**src/rtl/lcd_pkg.sv**
```systemverilog
// Shared LCD register definitions: FSM states and the field layout of the store word at 0x7030.
// The LSU imports this package to decode the same register.
package lcd_pkg;

  typedef enum logic [2:0] {
    IDLE,
    SETUP,
    PULSE,
    HOLD,
    EXEC
  } lcd_state_e;

  localparam int LCD_ON_BIT   = 31;
  localparam int LCD_RS_BIT   = 9;
  localparam int LCD_DATA_MSB = 7;
  localparam int LCD_DATA_LSB = 0;

  localparam logic [7:0] CMD_CLEAR = 8'h01;
  localparam logic [7:0] CMD_HOME  = 8'h02;

  function automatic int max_int(input int a, input int b);
    return (a > b) ? a : b;
  endfunction

  // Clear and home are the only instructions with the long execution time.
  function automatic logic is_slow_cmd(input logic rs, input logic [7:0] data);
    return !rs && ((data == CMD_CLEAR) || (data == CMD_HOME));
  endfunction

endpackage

```
**src/rtl/lcd_ctrl.sv**
```systemverilog
// Write-only HD44780-style LCD bus controller: sequences setup, enable pulse, hold and
// execution wait for each accepted register store, using one shared down-counter.
module lcd_ctrl
  import lcd_pkg::*;
#(
  parameter int T_SETUP = 2,
  parameter int T_PW    = 23,
  parameter int T_HOLD  = 2,
  parameter int T_EXEC  = 2000,
  parameter int T_CLR   = 82000
) (
  input  logic        clk,
  input  logic        rst,
  input  logic        lcd_wr_en,
  input  logic [31:0] lcd_wdata,
  output logic        lcd_on,
  output logic        lcd_rs,
  output logic        lcd_rw,
  output logic        lcd_en,
  output logic [7:0]  lcd_data,
  output logic        lcd_busy,
  output logic        lcd_drop
);

  localparam int T_MAX = max_int(max_int(max_int(T_SETUP, T_PW), max_int(T_HOLD, T_EXEC)), T_CLR);
  localparam int CNT_W = $clog2(T_MAX) + 1;

  typedef logic [CNT_W-1:0] cnt_t;

  localparam cnt_t LD_SETUP = cnt_t'(T_SETUP - 1);
  localparam cnt_t LD_PW    = cnt_t'(T_PW - 1);
  localparam cnt_t LD_HOLD  = cnt_t'(T_HOLD - 1);
  localparam cnt_t LD_EXEC  = cnt_t'(T_EXEC - 1);
  localparam cnt_t LD_CLR   = cnt_t'(T_CLR - 1);

  lcd_state_e  state_q, state_d;
  cnt_t        cnt_q, cnt_d;
  logic        on_q, on_d;
  logic        rs_q, rs_d;
  logic [7:0]  data_q, data_d;
  logic        en_q, en_d;
  logic        busy_q, busy_d;
  logic        drop_q, drop_d;

  logic        cnt_zero;
  logic        can_accept;
  logic        unused_wdata;

  assign unused_wdata = ^{lcd_wdata[LCD_ON_BIT-1:LCD_RS_BIT+1],
                          lcd_wdata[LCD_RS_BIT-1:LCD_DATA_MSB+1]};

  assign cnt_zero = (cnt_q == '0);
  // The final EXEC edge doubles as an idle edge so back-to-back writes need no gap.
  assign can_accept = (state_q == IDLE) || ((state_q == EXEC) && cnt_zero);

  always_comb begin
    // NOTE: every variable gets a default before any branch, so no path can infer a latch.
    state_d = state_q;
    cnt_d   = cnt_q;
    on_d    = on_q;
    rs_d    = rs_q;
    data_d  = data_q;
    drop_d  = drop_q;

    if (lcd_wr_en && can_accept) begin
      on_d    = lcd_wdata[LCD_ON_BIT];
      rs_d    = lcd_wdata[LCD_RS_BIT];
      data_d  = lcd_wdata[LCD_DATA_MSB:LCD_DATA_LSB];
      drop_d  = 1'b0;
      cnt_d   = LD_SETUP;
      state_d = SETUP;
    end else begin
      if (lcd_wr_en) drop_d = 1'b1;
      case (state_q)
        SETUP: begin
          if (cnt_zero) begin
            state_d = PULSE;
            cnt_d   = LD_PW;
          end else begin
            cnt_d = cnt_q - cnt_t'(1);
          end
        end
        PULSE: begin
          if (cnt_zero) begin
            state_d = HOLD;
            cnt_d   = LD_HOLD;
          end else begin
            cnt_d = cnt_q - cnt_t'(1);
          end
        end
        HOLD: begin
          if (cnt_zero) begin
            state_d = EXEC;
            cnt_d   = is_slow_cmd(rs_q, data_q) ? LD_CLR : LD_EXEC;
          end else begin
            cnt_d = cnt_q - cnt_t'(1);
          end
        end
        EXEC: begin
          if (cnt_zero) begin
            state_d = IDLE;
          end else begin
            cnt_d = cnt_q - cnt_t'(1);
          end
        end
        default: state_d = IDLE;
      endcase
    end

    // Strobe and busy are registered decodes of the next state.
    en_d   = (state_d == PULSE);
    busy_d = (state_d != IDLE);
  end

  // NOTE: sequential state uses non-blocking assignments so all flops sample together.
  always_ff @(posedge clk or posedge rst) begin
    if (rst) begin
      state_q <= IDLE;
      cnt_q   <= '0;
      on_q    <= 1'b0;
      rs_q    <= 1'b0;
      data_q  <= 8'h00;
      en_q    <= 1'b0;
      busy_q  <= 1'b0;
      drop_q  <= 1'b0;
    end else begin
      state_q <= state_d;
      cnt_q   <= cnt_d;
      on_q    <= on_d;
      rs_q    <= rs_d;
      data_q  <= data_d;
      en_q    <= en_d;
      busy_q  <= busy_d;
      drop_q  <= drop_d;
    end
  end

  assign lcd_on   = on_q;
  assign lcd_rs   = rs_q;
  assign lcd_rw   = 1'b0;
  assign lcd_en   = en_q;
  assign lcd_data = data_q;
  assign lcd_busy = busy_q;
  assign lcd_drop = drop_q;

endmodule

```
**config.mk**
```make
export PLATFORM = sky130hd
export DESIGN_NAME = lcd_ctrl
export DESIGN_NICKNAME = d
export VERILOG_FILES = /design/src/rtl/lcd_pkg.sv /design/src/rtl/lcd_ctrl.sv
export SDC_FILE = /design/constraint.sdc
export NUM_CORES = 1
export LEC_CHECK = 0
export ABC_AREA = 1
export CORE_UTILIZATION = 25
export DETAILED_ROUTE_END_ITERATION = 12
export DONT_BUFFER_PORTS = 1
export GPL_TIMING_DRIVEN = 0
export SYNTH_ARGS = -nofsm -noshare
export SYNTH_HDL_FRONTEND = slang
export SYNTH_SLANG_ARGS = --single-unit
```
**constraint.sdc**
```tcl
create_clock -name clk -period 1.9 [get_ports clk]
set_input_delay 0.285 -clock clk [delete_from_list [all_inputs] [get_ports clk]]
set_output_delay 0.285 -clock clk [all_outputs]
set_load 0.01 [all_outputs]
```
# --- After elaboration in Yosys (flattened, before gate mapping) ---
# Index checks and enable logic that the tools add are counted.
op_classes:
  add_sub_neg: 1
  mul: 0
  div_mod_pow: 0
  order_cmp: 0
  eq_ne: 8
  shifts: 0
  mux: 15
  bitwise_logic: 0
  n_reduce_logical: 12
op_table:
  columns: ["cell", "n"]
  rows:
  - ["$mux 18", 5]
  - ["$pmux 18 s4", 1]
  - ["$logic_not 18->1", 1]
  - ["$sub 18x1->18 const B", 1]
  - ["$mux 17", 1]
  - ["$mux 3", 5]
  - ["$pmux 3 s4", 1]
  - ["$eq 3x2->1 const B", 3]
  - ["$eq 8x1->1 const B", 1]
  - ["$eq 8x2->1 const B", 1]
  - ["$reduce_bool 5->1", 1]
  - ["$eq 3x1->1 const B", 1]
  - ["$eq 3x3->1 const B", 1]
  - ["$logic_and 1x1->1", 3]
  - ["$logic_not 3->1", 1]
  - ["$ne 3x2->1 const B", 1]
  - ["$reduce_bool 3->1", 1]
  - ["$logic_or 1x1->1", 2]
  - ["$mux 1", 2]
  - ["$reduce_and 2->1", 1]
  - ["$reduce_bool 2->1", 1]
  - ["$logic_not 1->1", 1]
word_totals:
  reg_bits: 34
  latch_bits: 0
  ramBits: 0
  romBits: 0
  wordCells: 44
  memories: 0

# --- Logic depth before layout (Yosys ltp) ---
# Gate-level depths: netlist of run 1.
logic_depth:
  depth_word: 7
  ltp_mapped: 13
  ltp_nobuf: 13

# --- Worst setup path after synthesis of run 1 ---
# Ideal clock, no wire load.
synth_timing:
  kind: "reg2reg"
  start: "register cnt_q[0]"
  end: "register data_q[3], in the netlist lcd_data[3]"
  setup_time_ns: 0.125
  t_arrival_ns: 1.509
  setup_slack_ns: 0.265
  stages_incl_launch_ff: 10
  n_path_buf: 1
  synth_period_minus_slack_ns: 1.635
  path_cell_list: "dfrtp_1 -> inv_1 -> ha_1 -> nand3_2 -> nor2_4 -> nand2_4 -> nand2_4 -> nand2_8 -> buf_6 -> mux2_4"
synth_via:
  elab_chain_cells: 4
synth_lines:
  columns: ["item", "line", "source"]
  rows:
  - ["start: declaration", "lcd_ctrl.sv:37", "cnt_t cnt_q, cnt_d;"]
  - ["start signal: assignment", "lcd_ctrl.sv:128", "cnt_q <= cnt_d;"]
  - ["$logic_not 18->1", "lcd_ctrl.sv:52", "assign cnt_zero = (cnt_q == '0);"]
  - ["$logic_and 1x1->1", "lcd_ctrl.sv:54", "assign can_accept = (state_q == IDLE) || ((state_q == EXEC) && cnt_zero);"]
  - ["$logic_or 1x1->1", "lcd_ctrl.sv:54", null]
  - ["$logic_and 1x1->1", "lcd_ctrl.sv:65", "if (lcd_wr_en && can_accept) begin"]
  - ["end signal: assignment", "lcd_ctrl.sv:131", "data_q <= data_d;"]
  - ["end: declaration", "lcd_ctrl.sv:40", "logic [7:0] data_q, data_d;"]
# Every way passes these cells.
# A chain may end at the register's enable or synchronous reset.

# --- Worst setup path after layout of run 1 ---
layout_timing:
  start: "register cnt_q[4]"
  end: "register data_q[3], in the netlist lcd_data[3]"
# Same word-level chain as after synthesis.

==> results.yml, run 1 <==
timing:
  worst_slew_pin_slew_ns: 0.7105
  setup_viol: 0
  fmax_mhz: 571.0
  rsz0062_at_grt: "no"
  holdWs_ns: -0.01014
  finalCritPeriodShare_pct: 92.17
  fin_worst_skew_ns: 0.008168
  hold_violations: 20
  maxSlewHeadroom_pct: 52.57
  period_needed_ns: 1.751
  slew_viol_final: 0
  tns_ns: 0
hold_path:
  hold_path.class: "primary input to asynchronous set/reset pin"
setup_path:
  r2r_slack_ns: 0.15
  cp-start-kind: "flop"
  crit_slowest_cell: "dfrtp_1"
  cp_num_buf_inv: 1
  critical_path_peak_fanout: 10
  crit_family: "simple AND/OR/NAND/NOR gates"
  reg2reg_from: "cnt_q[4]"
  end_kind: "flop"
  r2r_cells: 8
  worst_path_largest_cell_delay_ns: 0.47
  arrival_ns: 1.93
  r2r_end: "lcd_data[3]"
  required_ns: 2.08
  path_class: "flop to flop"
  cp-startpoint: "cnt_q[4]"
  worstPathCellList: "nor2_4, nand2_2, nor2_4, nand2_4, nand2_4, nand2_8, buf_6, mux2_4"
power:
  power.share.clock_pct: 42.7
  comb_power_share_pct: 1.3
  ir_drop_v: 0.0003200
  seqPwrFrac_pct: 56.0
  leakage_nw: 1.169
  cellPowerDensity_mw_per_mm2: 544.7
  swShare_pct: 21.24
  internal_power_mw: 1.018
  p_switching_mw: 0.2745
run_status:
  outcome: "complete, but fails checks"
  violations: "hold timing"
cts:
  clk_pin_slew_worst_paths_ns: 0.07
  holdBufCountCts: 0
  cts_buffers: 5
  h-tree-depth: 2
  clockBufferDepth: 2
  clock-sinks: 34
  cts_root_buf: "clkbuf_8"
  cts_tree: "built"
  insertion_delay_ns: 0.29
yosys:
  ys_async_sr_fraction_pct: 100.0
  synth-edff-count: 0
  synthCells: 277
  synthFlopType: "dfrtp_1"
  synth-seq-area-share_pct: 40.43
  muxShareOfSynthArea_pct: 3.389
  yosysWarningCount: 0
  synth_cell_types: 31
  synth_nets: 314
  ys_ff_latch: 34
  synth_xor_area_share_pct: 2.913
  synth_top_area_share_pct: 40.43
  yosysTopAreaCell: "dfrtp_1"
  synth_fa_ha_area_share_pct: 1.189
  yosys.area_share.simple_pct: 37.99
  ys_top_cells_by_area: "dfrtp_1, nand2_1, inv_1"
  synth-compound-area-share_pct: 5.826
  netlist_area_mm2: 0.002105
  avgSynthCellArea_um2: 7.598
  synth_top_family_by_area: "simple AND/OR/NAND/NOR gates"
route:
  first_pass_iters: 4
  via_count: 1722
  routed_wl_um: 4326
  drt.antenna.violating_nets: 0
  remaining_drc_errors: 0
  wire_per_inst_um: 11.01
  via_per_inst: 4.382
  drt-initial-drc-count: 94
floorplan:
  initial_core_util_pct: 25.74
  io_pins: 49
  die_area_mm2: 0.008789
  fp.dieW_um: 93.75
  fp.coreArea_mm2: 0.008175
  die_h_um: 93.75
  row_count: 33
global_route:
  grt_pass1_vias: 1705
  overflow: 0
  antenna_found_initial: 0
  grt_usage_pct: 11.06
  grt_max_degree: 35
  grt_pass1_wl_um: 7659
finish:
  finalNonFillerCells: 393
  fillers: 895
  final_common_cell: "nand2_1"
  syn_to_final_growth_pct: 12.72
  layout_common_cells: "nand2_1, dfrtp_1, nor2_1, inv_1, nand3_1"
  drive_above_1_share_pct: 17.36
  nets: 324
  n_antenna_cell: 0
flow_run:
  cap_violations: 0
place:
  place_inst: 382
  place_congestion: 0.8059
  hpwlAfterDp_um: 3221
  io_buffers: 0
## worst max path at each step
| stage | end | cells past startpoint |
|---|---|---|
| finish | lcd_data[3] | 8 |
| global route | cnt_q[7] | 11 |
| CTS | cnt_q[7] | 11 |
| detailed placement | cnt_q[17] | 9 |
| global placement | cnt_q[17] | 9 |
| floorplan | lcd_data[3] | 9 |
## cell families after synthesis
group,Yosys count
and+or+nand+nor,165
muxes,6
adders and majority gates,2
buffers and inverters,38
AOI/OAI and AO/OA,24
other,1
DFF,34
xor gates and xnor gates,7
## flip-flops by register name, summed over array words and instances (netlist names)
signal	flops
cnt_q	18
lcd_busy	1
lcd_data	8
lcd_drop	1
lcd_en	1
lcd_on	1
lcd_rs	1
state_q	3
## timing repair
item,CTS,global route
setup endpoints to repair,6,13
pin swaps,0,2
setup buffers,0,3
gates resized for setup,2,9
## cell type report
type                    instances  area (um2)  area share [%]
plain buffers                   3       38.79           1.635
multi-input cells             205        1099           46.31
flip-flops and latches         34       852.1           35.92
well taps                     105       131.4           5.538
repair buffers                  3       22.52          0.9494
clock buffers                   7       86.33           3.639
clock inverters                 1       5.005          0.2110
inverters                      35       137.6           5.802
## metrics by stage
step	total power [mW]	utilization, %	hold slack (ns)	instance area (um2)	setup slack, ns
after floorplan	0.7510	-	0.4020	2105	0.2655
after global placement	0.7557	27.35	0.4045	2236	-0.1798
after detailed placement	0.7558	27.35	0.4141	2236	-0.1998
after CTS	1.314	28.51	0.1062	2331	0.001240
after global routing	1.349	29.02	0.05923	2372	0.002848
final	1.292	29.02	-0.01014	2372	0.1487
## metal layers
layer	vias to the layer above	routed length (um)	global-route usage [%]
met5	-	0	0
li1	888	-	-
met1	786	2111	14.36
met2	43	1913	17.76
met4	0	34	2.692
met3	5	266	3.479
## power groups by stage
stage          clock network [mW]  registers, mW  logic, mW
2_1_floorplan                   0          0.737     0.0137
3_3_place_gp                    0          0.737     0.0183
3_5_place_dp                    0          0.737     0.0184
4_1_cts                     0.572          0.723     0.0184
5_1_grt                     0.605          0.723     0.0211
6_report                    0.552          0.724     0.0168
## synth_stat cells, types with 2 or more instances
library cell,count
a21oi_1,9
dfrtp_1,34
ha_1,2
inv_1,32
inv_2,2
mux2_2,5
nand2_1,87
nand2_4,3
nand2_8,2
nand3_1,17
nand3_2,2
nand4_1,4
nor2_1,31
nor2_2,5
nor2_4,3
nor3_1,5
o21ai_0,14
xor2_1,7
(Power assumes the default switching activity.)
==> run 2: changes to the inputs <==
--- a/config.mk
+++ b/config.mk
@@ -6,6 +6,8 @@
 export NUM_CORES = 1
 export LEC_CHECK = 0
 export ABC_AREA = 1
+export CORE_ASPECT_RATIO = 1.75
+export CORE_MARGIN = 1.5
 export CORE_UTILIZATION = 25
 export DETAILED_ROUTE_END_ITERATION = 12
 export DONT_BUFFER_PORTS = 1
==> results.yml, run 2 (synthesis gave the netlist of run 1 again) <==
timing:
  slew_viol_final: 0
  period_needed_ns: 1.789
  hold_violations: 7
  finalCritPeriodShare_pct: 94.14
  rsz0062_at_grt: "no"
  fin_worst_skew_ns: 0.007027
  worst_slew_pin_slew_ns: 0.7272
  fin_ws_ns: 0.1114
  holdWs_ns: -0.005544
  maxSlewHeadroom_pct: 51.45
  fmax_mhz: 559.1
  setup_viol: 0
place:
  pre_cts_slack_ns: -0.2299
  placed_area_mm2: 0.002220
  place_congestion: 0.8762
  hpwlAfterDp_um: 3637
  io_buffers: 0
power:
  power.total_mw: 1.674
  internal_power_mw: 1.340
  comb_power_share_pct: 1.0
  seqPwrFrac_pct: 43.3
  cellPowerDensity_mw_per_mm2: 696.1
  p_switching_mw: 0.3341
  power.share.clock_pct: 55.7
  ir_drop_v: 0.0005868
  leakage_nw: 1.183
  swShare_pct: 19.96
cts:
  cts_tree: "built"
  cts_buffers: 5
  clk_pin_slew_worst_paths_ns: 0.05
  clockBufferDepth: 2
  clock-sinks: 34
  post_cts_buffers: 0
  insertion_delay_ns: 0.29
  cts_root_buf: "clkbuf_16"
  holdBufCountCts: 0
  h-tree-depth: 2
route:
  drt-initial-drc-count: 20
  drt.antenna.violating_nets: 0
  first_pass_iters: 4
  via_per_inst: 4.615
  via_count: 1740
  routed_wl_um: 4716
  wire_per_inst_um: 12.51
  remaining_drc_errors: 0
setup_path:
  worst_path_largest_cell_delay_ns: 0.39
  path_class: "flop to flop"
  cp_common_cell: "nand2_4"
  crit_slowest_cell: "dfrtp_1"
  critical_path_peak_fanout: 10
  required_ns: 2.07
  end_kind: "flop"
  arrival_ns: 1.96
  cp-start-kind: "flop"
  worstPathCellList: "inv_2, ha_2, nand3_2, nor2_4, nand2_4, nand2_4, nand2_8, buf_6, mux2_4"
finish:
  post-route-util_pct: 29.12
  top_register: "cnt_q"
  drive_above_1_share_pct: 17.19
  nets: 321
  largest_reg_flops: 18
  n_antenna_cell: 0
  layout_common_cells: "nand2_1, dfrtp_1, inv_1"
  final_cell_area_mm2: 0.002405
  final_common_cell: "nand2_1"
  syn_to_final_growth_pct: 14.27
flow_run:
  cap_violations: 0
global_route:
  grt_max_degree: 35
  overflow: 0
  grt_pass1_vias: 1723
  grt_pass1_wl_um: 7900
  grt_usage_pct: 11.42
  antenna_found_initial: 0
floorplan:
  fp.dieW_um: 72.36
  io_pins: 49
  die_h_um: 124.4
  row_count: 44
  fp.coreArea_mm2: 0.008258
  initial_core_util_pct: 25.48
  die_area_mm2: 0.008999
hold_path:
  hold_path.class: "primary input to asynchronous set/reset pin"
run_status:
  violations: "hold timing"
  outcome: "complete, but fails checks"
[run 2: per-layer routing]
metal	vias up	track usage, %	part of all wire, %
li1	876	-	-
met1	813	11.34	37
met2	38	20.48	55
met3	13	2.832	4.1
met4	0	6.992	4.0
met5	-	0	0
[run 2: final cells by class]
type,instances,area [um2]
inverter,35,132.6
fill,911,5853
sequential,34,850.8
clock inverter,3,40.04
buffer,3,38.79
clock buffer,5,125.1
tap,92,115.1
multi-input combinational,205,1102
[run 2: timing repair]
| item | 4_1_cts | 5_1_grt |
|---|---|---|
| gates resized for setup | 3 | 8 |
| setup endpoints to repair | 7 | 19 |
| endpoints found under the hold margin | 0 | 0 |
[run 2: stage by stage]
stage               std cells  TNS, ns
floorplan                 277        0
global placement          369  -0.5113
detailed placement        369  -0.7632
CTS                       377        0
global route              377        0
finish                    377        0
[run 2: path summary, 6_finish.rpt]
path                       startpoint           to  slack, ns  cells past startpoint
setup / recovery             cnt_q[0]  lcd_data[3]       0.11                      9
hold / removal                    rst       lcd_on     -0.006                      1
setup reg to reg             cnt_q[0]  lcd_data[3]       0.11                      9
hold reg to reg             cnt_q[17]    cnt_q[17]       0.56                      2
max in group asynchronous         rst  lcd_data[7]       1.42                      1
min in group clk            lcd_wr_en     lcd_drop       0.12                      1
[run 2: worst max-delay path: cells and delay by family, from the launching register on]
kind,cells,cell delay [ns]
adder cells (fa/ha/maj),1,0.20
buffers and inverters,2,0.27
flip-flops,1,0.39
multiplexers,1,0.29
AND/OR/NAND/NOR,5,0.54
[run 2: power by group through the flow]
stage	combinational (mW)	clock [mW]	sequential [mW]
CTS	0.0185	0.947	0.724
floorplan	0.0137	0	0.737
detailed placement	0.0183	0	0.737
finish	0.0172	0.932	0.725
global route	0.0211	0.973	0.724
global placement	0.0184	0	0.737
